==> src/rtl/wb_arbiter.sv <==
// Writeback arbiter: shares the register-file write port between
// the ALU result FIFO and the load unit, with a starvation guard.
// Ports:
//   clk, rst                  clock, sync active-high reset
//   alu_valid/ready/waddr/wdata  ALU result handshake (buffered)
//   ld_valid/ready/waddr/wdata   load data handshake (unbuffered)
//   rf_we/waddr/wdata, wb_sel    registered write-port outputs
//   alu_pending                  ALU FIFO occupancy
module wb_arbiter #(
  parameter int DATA_W     = 16,
  parameter int ADDR_W     = 3,
  parameter int FIFO_DEPTH = 2,
  parameter int MAX_STARVE = 4
) (
  input  logic                        clk,
  input  logic                        rst,
  input  logic                        alu_valid,
  output logic                        alu_ready,
  input  logic [ADDR_W-1:0]           alu_waddr,
  input  logic [DATA_W-1:0]           alu_wdata,
  input  logic                        ld_valid,
  output logic                        ld_ready,
  input  logic [ADDR_W-1:0]           ld_waddr,
  input  logic [DATA_W-1:0]           ld_wdata,
  output logic                        rf_we,
  output logic [ADDR_W-1:0]           rf_waddr,
  output logic [DATA_W-1:0]           rf_wdata,
  output logic                        wb_sel,
  output logic [$clog2(FIFO_DEPTH):0] alu_pending
);

  localparam int PW = $clog2(FIFO_DEPTH);
  localparam int CW = PW + 1;
  localparam int SW = $clog2(MAX_STARVE + 1);

  logic [ADDR_W-1:0] amem_q [FIFO_DEPTH];
  logic [DATA_W-1:0] dmem_q [FIFO_DEPTH];

  logic [PW-1:0]     wptr_q, wptr_d;
  logic [PW-1:0]     rptr_q, rptr_d;
  logic [CW-1:0]     count_q, count_d;
  logic [SW-1:0]     starve_q, starve_d;
  logic              we_q, we_d;
  logic [ADDR_W-1:0] waddr_q, waddr_d;
  logic [DATA_W-1:0] wdata_q, wdata_d;
  logic              sel_q, sel_d;

  logic nonempty;
  logic force_alu;
  logic enq;
  logic grant_alu;
  logic grant_ld;

  assign nonempty  = (count_q != '0);
  assign force_alu = (starve_q == SW'(MAX_STARVE)) && nonempty;

  // Readiness depends only on start-of-cycle state, never on valids.
  assign alu_ready = !rst && (count_q < CW'(FIFO_DEPTH));
  assign ld_ready  = !rst && !force_alu;

  assign enq       = alu_valid && alu_ready;
  assign grant_alu = !rst && (force_alu || (!ld_valid && nonempty));
  assign grant_ld  = !rst && !force_alu && ld_valid;

  always_comb begin
    wptr_d   = wptr_q;
    rptr_d   = rptr_q;
    count_d  = count_q + CW'(enq) - CW'(grant_alu);
    starve_d = starve_q;
    we_d     = 1'b0;
    waddr_d  = waddr_q;
    wdata_d  = wdata_q;
    sel_d    = sel_q;

    if (enq) begin
      wptr_d = wptr_q + PW'(1);
    end

    unique case (1'b1)
      grant_alu: begin
        rptr_d  = rptr_q + PW'(1);
        we_d    = 1'b1;
        waddr_d = amem_q[rptr_q];
        wdata_d = dmem_q[rptr_q];
        sel_d   = 1'b0;
      end
      grant_ld: begin
        we_d    = 1'b1;
        waddr_d = ld_waddr;
        wdata_d = ld_wdata;
        sel_d   = 1'b1;
      end
      default: ;
    endcase

    // Count consecutive load wins only while an ALU entry is waiting.
    if (grant_alu || !nonempty) begin
      starve_d = '0;
    end else if (grant_ld && starve_q != SW'(MAX_STARVE)) begin
      starve_d = starve_q + SW'(1);
    end
  end

  always_ff @(posedge clk) begin
    if (rst) begin
      wptr_q   <= '0;
      rptr_q   <= '0;
      count_q  <= '0;
      starve_q <= '0;
      we_q     <= 1'b0;
      waddr_q  <= '0;
      wdata_q  <= '0;
      sel_q    <= 1'b0;
    end else begin
      wptr_q   <= wptr_d;
      rptr_q   <= rptr_d;
      count_q  <= count_d;
      starve_q <= starve_d;
      we_q     <= we_d;
      waddr_q  <= waddr_d;
      wdata_q  <= wdata_d;
      sel_q    <= sel_d;
    end
  end

  // Storage needs no reset: entries are only read below count_q.
  always_ff @(posedge clk) begin
    if (enq) begin
      amem_q[wptr_q] <= alu_waddr;
      dmem_q[wptr_q] <= alu_wdata;
    end
  end

  assign rf_we       = we_q;
  assign rf_waddr    = waddr_q;
  assign rf_wdata    = wdata_q;
  assign wb_sel      = sel_q;
  assign alu_pending = count_q;

endmodule

==> config.mk <==
export PLATFORM = sky130hd
export DESIGN_NAME = wb_arbiter
export DESIGN_NICKNAME = d
export VERILOG_FILES = /design/src/rtl/wb_arbiter.sv
export SDC_FILE = /design/constraint.sdc
export NUM_CORES = 1
export LEC_CHECK = 0
export CAP_MARGIN = 40
export CORE_UTILIZATION = 48
export CTS_BUF_LIST = sky130_fd_sc_hd__clkbuf_8 sky130_fd_sc_hd__clkbuf_16
export DETAILED_ROUTE_END_ITERATION = 16
export GPL_TIMING_DRIVEN = 0
export HOLD_SLACK_MARGIN = 0.08
export PLACE_DENSITY_LB_ADDON = 0.12
export SLEW_MARGIN = 40
export SYNTH_ARGS = -nofsm -noshare
export SYNTH_HDL_FRONTEND = slang
export SYNTH_SLANG_ARGS = --single-unit
==> constraint.sdc <==
create_clock -name clk -period 2.69 [get_ports clk]
set_clock_uncertainty 0.2 [all_clocks]
set_input_delay 0.269 -clock clk [delete_from_list [all_inputs] [get_ports clk]]
set_output_delay 0.269 -clock clk [all_outputs]
set_load 0.1 [all_outputs]
* Yosys cells after proc, flatten, opt, wreduce, memory -nomap -nowiden
Memory sizes are Yosys's and may differ from the RTL's. A register that Yosys moved wholly into a read port is not among the register bits.
Cells that the tools add are included.
** Word-level totals
- Bits in registers :: 28
- Bits in latches :: 0
- Bits in writable memories :: 38
- Bits in read-only memories :: 0
- Input port bits :: 42
- Output and inout port bits :: 25
- Word-level logic and storage cells :: 46
- Memories kept :: 2
** Memory list
- dmem_q :: words 2, bits a word 16, read ports 1, clocked after Yosys merged registers in 1, wr ports 1, line 37 : logic [DATA_W-1:0] dmem_q [FIFO_DEPTH];
- amem_q :: words 2, bits a word 3, read ports 1, clocked after Yosys merged registers in 1, wr ports 1, line 36 : logic [ADDR_W-1:0] amem_q [FIFO_DEPTH];
** Operators by class
- Add/sub/neg operators :: 5
- Multiply operators :: 0
- Divide/modulo/power cells :: 0
- $lt $le $gt $ge :: 1
- Eq/ne operators :: 2
- Shift operators :: 0
- Mux-type cells :: 10
- Bitwise gates (word level) :: 0
- Reductions and logical operators :: 18
** Operators by type and width (number)
- $pmux W16 S2 :: 1
- $logic_and A1 B1 Y1 :: 8
- $mux W1 :: 7
- $pmux W3 S2 :: 1
- $logic_not A1 Y1 :: 4
- $reduce_bool A2 Y1 :: 2
- $reduce_or A2 Y1 :: 2
- $add A3 B1 Y3 const B :: 1
- $eq A3 B3 Y1 const B :: 1
- $ne A3 B3 Y1 const B :: 1
- $add A1 B1 Y1 const B :: 2
- $add A2 B1 Y2 :: 1
- $logic_or A1 B1 Y1 :: 2
- $lt A2 B2 Y1 const B :: 1
- $pmux W1 S2 :: 1
- $sub A2 B1 Y2 :: 1

* Logic depth before layout (Yosys ltp)
- Depth in word-level cells :: 7
- Mapped depth :: 12
- Gate-level depth less buffers :: 11

* Least setup slack after synthesis
OpenSTA, ideal clock, no wires.
- Path kind :: register -> register
- Start :: register count_q[1] (netlist: alu_pending[1])
- End :: memory amem_q[0][0], enable pin
- Library setup time :: 0.395 ns
- Arrival time :: 3.338 ns
- Required time :: 2.095 ns
- Path slack :: -1.243 ns
- Cell stages (with the launch flop) :: 5
- Path buffers :: 1
- Clock period less this slack :: 3.933 ns
- Cells stage by stage :: dfxtp_1 -> buf_6 -> nor2_1 -> nand2_1 -> nor2_1
** On the way
- Longest elaborated chain between the ends :: 5
** RTL lines
- from (decl) :: line 41 : logic [CW-1:0] count_q, count_d;
- from (signal assigned) :: line 117 : count_q <= count_d;
- $lt A2 B2 Y1 :: line 58 : assign alu_ready = !rst && (count_q < CW'(FIFO_DEPTH));
- $logic_and A1 B1 Y1 :: line 58
- via alu_ready :: line 18 : output logic alu_ready,
- $logic_and A1 B1 Y1 :: line 61 : assign enq = alu_valid && alu_ready;
- $mux W1 :: line 128 : if (enq) begin
- $mux W1 (implied by the code) :: line 129 : amem_q[wptr_q] <= alu_waddr;
- to (decl) :: line 36
The timed path passes the listed nets, and every way through them passes these cells.

* Final worst setup path
- Start :: register starve_q[0]
- End :: register count_q[1] (netlist: alu_pending[1])
** On the way
- Longest elaborated chain between the ends :: 5
** RTL lines
- from (decl) :: line 42 : logic [SW-1:0] starve_q, starve_d;
- from (signal assigned) :: line 118 : starve_q <= starve_d;
- $eq A3 B3 Y1 :: line 55 : assign force_alu = (starve_q == SW'(MAX_STARVE)) && nonempty;
- $logic_and A1 B1 Y1 :: line 55
- $logic_or A1 B1 Y1 :: line 62 : assign grant_alu = !rst && (force_alu || (!ld_valid && nonempty));
- $logic_and A1 B1 Y1 :: line 62
- via grant_alu :: line 51 : logic grant_alu;
- $sub A2 B1 Y2 :: line 68 : count_d = count_q + CW'(enq) - CW'(grant_alu);
The timed path passes the listed nets, and every way through them passes these cells.
A chain may end at the register's enable or synchronous reset.

==> impl_metrics.csv <==
group,metric,value,unit
outcome,status,"completed",
cells_and_area,seqCellArea,1720,µm²
cells_and_area,drive_gt1_share,20.2,%
min_path,hold_end,"starve_q[0]",
synthesis,synth_ff_type,"edfxtp_1",
cells_and_area,nets,299,
power_and_ir_drop,irDropWorstVdd,601,µV
clock_network,cts_root_buf,"clkbuf_8",
route,vias_per_cell,5.20,
synthesis,synthDistinctLibCells,26,
route,wl_per_cell,14.3,µm
synthesis,ys_ff_latch,67,
clock_network,clockBufferDepth,2,
timing,setup_viol,0,
global_route,antenna_found_initial,0,
floorplanning,io_pins,67,
synthesis,syn_inst,176,
synthesis,avgSynthCellArea,14.4,µm²
power_and_ir_drop,pwr_density_cell,752,nW/µm²
timing,period_share,89.0,%
worst_setup_path,reg2reg_to,"alu_pending[1]",
timing,finalHoldViolations,0,
cells_and_area,area_growth,31.3,%
synthesis,yosysTopAreaCellShare,45.2,%
worst_setup_path,crit_chain,"inv_1, ha_1, nand2_1, a211o_1, buf_2, inv_1, ha_1, inv_1, ha_1, xor2_1, and2_1, nor3_1",
timing,slew_violations,0,
min_path,min_path_type,"reg2reg",
timing,setup_slack,0.296,ns
floorplanning,start_util,49.8,%
route,drt_iter0_markers,166,
placed_design,preCtsSetupSlack,0.0963,ns
global_route,grt_overflow_total,0,
cells_and_area,postLayoutCoreUtil,65.4,%
min_path,hold-path-cell-count,1,
synthesis,yosysWarnings,0,
timing,slew_headroom,51.4,%
route,drt-total-wl,4.67,mm
floorplanning,die_h,74.5,µm
worst_setup_path,endpoint_kind,"register",
clock_network,htree_num_levels,3,
synthesis,synth_area_leader_cell,"edfxtp_1",
worst_setup_path,reg2regPathDepth,12,
route,drtPass1Iterations,4,
synthesis,synth_fp_nets,222,
synthesis,async_reset_ff_share,0,%
clock_network,cts.sinks,67,
flow_run,cap_violations,0,
global_route,grt.total_usage,18.7,%
worst_setup_path,max_stage_delay,0.35,ns
worst_setup_path,worstSetupStartpointType,"register",
timing,grt_setup_unrepaired,"no",
clock_network,path_clk_slew,0.06,ns
synthesis,synthTopCellsByArea,"edfxtp_1, dfxtp_1, mux2i_1",
global_route,grt_max_degree,20,
route,ant_nets,0,
clock_network,ctsHoldBuffers,0,
cells_and_area,multi_input_area,724,µm²
timing,fmax,0.418,GHz
worst_setup_path,path_buf_inv,4,
clock_network,cts_setup_buffers,0,
worst_setup_path,crit_type,"reg2reg",
placed_design,gp_congestion,0.714,
clock_network,clock_latency,0.33,ns
min_path,worstHoldStart,"starve_q[0]",
clock_network,post_cts_resized,0,
global_route,grt_pass1_wl,7.20,mm
timing,fin_crit,2.39,ns
worst_setup_path,rr_startpoint,"starve_q[0]",
route,vias,1701,
power_and_ir_drop,power.leakage,0.00126,µW
timing,tightest_slew,0.723,ns
floorplanning,num_rows,26,
synthesis,synth-edff-count,38,
worst_setup_path,rrSetupSlack,0.30,ns
placed_design,dpl.hpwl,3.17,mm
clock_network,numCtsBuffers,9,
clock_network,cts_tree,"yes",
worst_setup_path,arrival,2.44,ns
worst_setup_path,cpMaxStageDelayCell,"dfxtp_1",
power_and_ir_drop,finalPower,2490,µW
route,drc_errors,0,
synthesis,netlist_area,2530,µm²
synthesis,synth_most_common_cell,"edfxtp_1",
floorplanning,die_width,74.5,µm
floorplanning,coreArea,5070,µm²
floorplanning,fp.dieArea,5560,µm²
cells_and_area,fillers,418,
synthesis,yosysSeqAreaShare,68.2,%
worst_setup_path,cp_top_family,"adder cells",
global_route,grt_pass1_vias,1438,
worst_setup_path,cp_max_fo,10,
worst_setup_path,cp.required,2.74,ns
cells_and_area,n_antenna_cell,0,
synthesis,synthTopCellsByCount,"edfxtp_1, dfxtp_1, mux2i_1",
placed_design,portBuffers,66,
==> stage by stage <==
| stage | TNS [ns] | hold slack [ns] | instance area (µm²) | std cells |
|---|---|---|---|---|
| after floorplan | 0 | 0.168 | 2550 | 176 |
| final | 0 | 0.246 | 3320 | 327 |
| after global routing | 0 | 0.294 | 3320 | 327 |
| after CTS | 0 | 0.259 | 3320 | 327 |
| after detailed placement | 0 | 0.247 | 3170 | 312 |
| after global placement | -0.0483 | 0.232 | 3290 | 312 |
==> cells in the final DEF (no fill, tap or decap), drive strengths merged, types with 5 or more instances in the layout <==
cell type,count
mux2i,21
clkdlybuf4s50,41
nor2b,5
dfxtp,29
clkbuf,11
nor2,10
buf,34
a32oi,19
edfxtp,38
inv,11
o21ai,19
==> layer usage <==
metal / GRT usage [%] / vias to the layer above / share of wire (%)
met4: 9.43 / 0 / 1.6
li1: - / 827 / -
met3: 5.28 / 7 / 3.8
met1: 25.4 / 823 / 47
met2: 27.5 / 44 / 48
met5: 0 / - / 0
==> logic make-up (layout without fill, tap and decap cells) <==
logic type | Yosys count | in the layout | synth area share, %
simple gates | 23 | 23 | 5.00
compound gates | 42 | 42 | 11.6
xor+xnor | 3 | 3 | 1.04
fa+ha+maj | 4 | 4 | 1.98
mux | 21 | 21 | 8.32
flops | 67 | 67 | 68.2
buf+inv | 16 | 97 | 3.91
==> power by group <==
group	leakage (µW)	switching [µW]	total, µW	internal, µW
sequential	0.000589	38.4	1210	1170
clock	0.0000967	321	630	309
combinational	0.000572	478	652	174
total	0.00126	838	2490	1660
==> how the worst max path moves through the flow <==
stage,startpoint,endpoint,slack [ns],depth (start not counted)
floorplan,alu_pending[1],alu_pending[1],0.08,9
global placement,starve_q[0],ld_ready,-0.04,6
detailed placement,ld_valid,alu_pending[1],0.1,10
CTS,starve_q[0],alu_pending[1],0.29,12
global route,starve_q[0],alu_pending[1],0.09,12
finish,starve_q[0],alu_pending[1],0.30,12
==> sequential cells by signal (all words and copies together) (netlist names), named ones only <==
register,count
rf_wdata,16
starve_q,3
dmem_q,32
wptr_q,1
rf_we,1
rf_waddr,3
alu_pending,2
amem_q,6
rptr_q,1
wb_sel,1
==> area by class of cell <==
class / instances / share of cell area, %
Multi-Input combinational cell: 93 / 21.8
Inverter: 5 / 0.566
Timing Repair Buffer: 66 / 16.1
Tap cell: 70 / 2.64
Buffer: 11 / 2.41
Clock inverter: 6 / 0.679
Sequential cell: 67 / 52.0
Clock buffer: 9 / 3.73
Note: power is estimated with default switching activity, not from simulation.
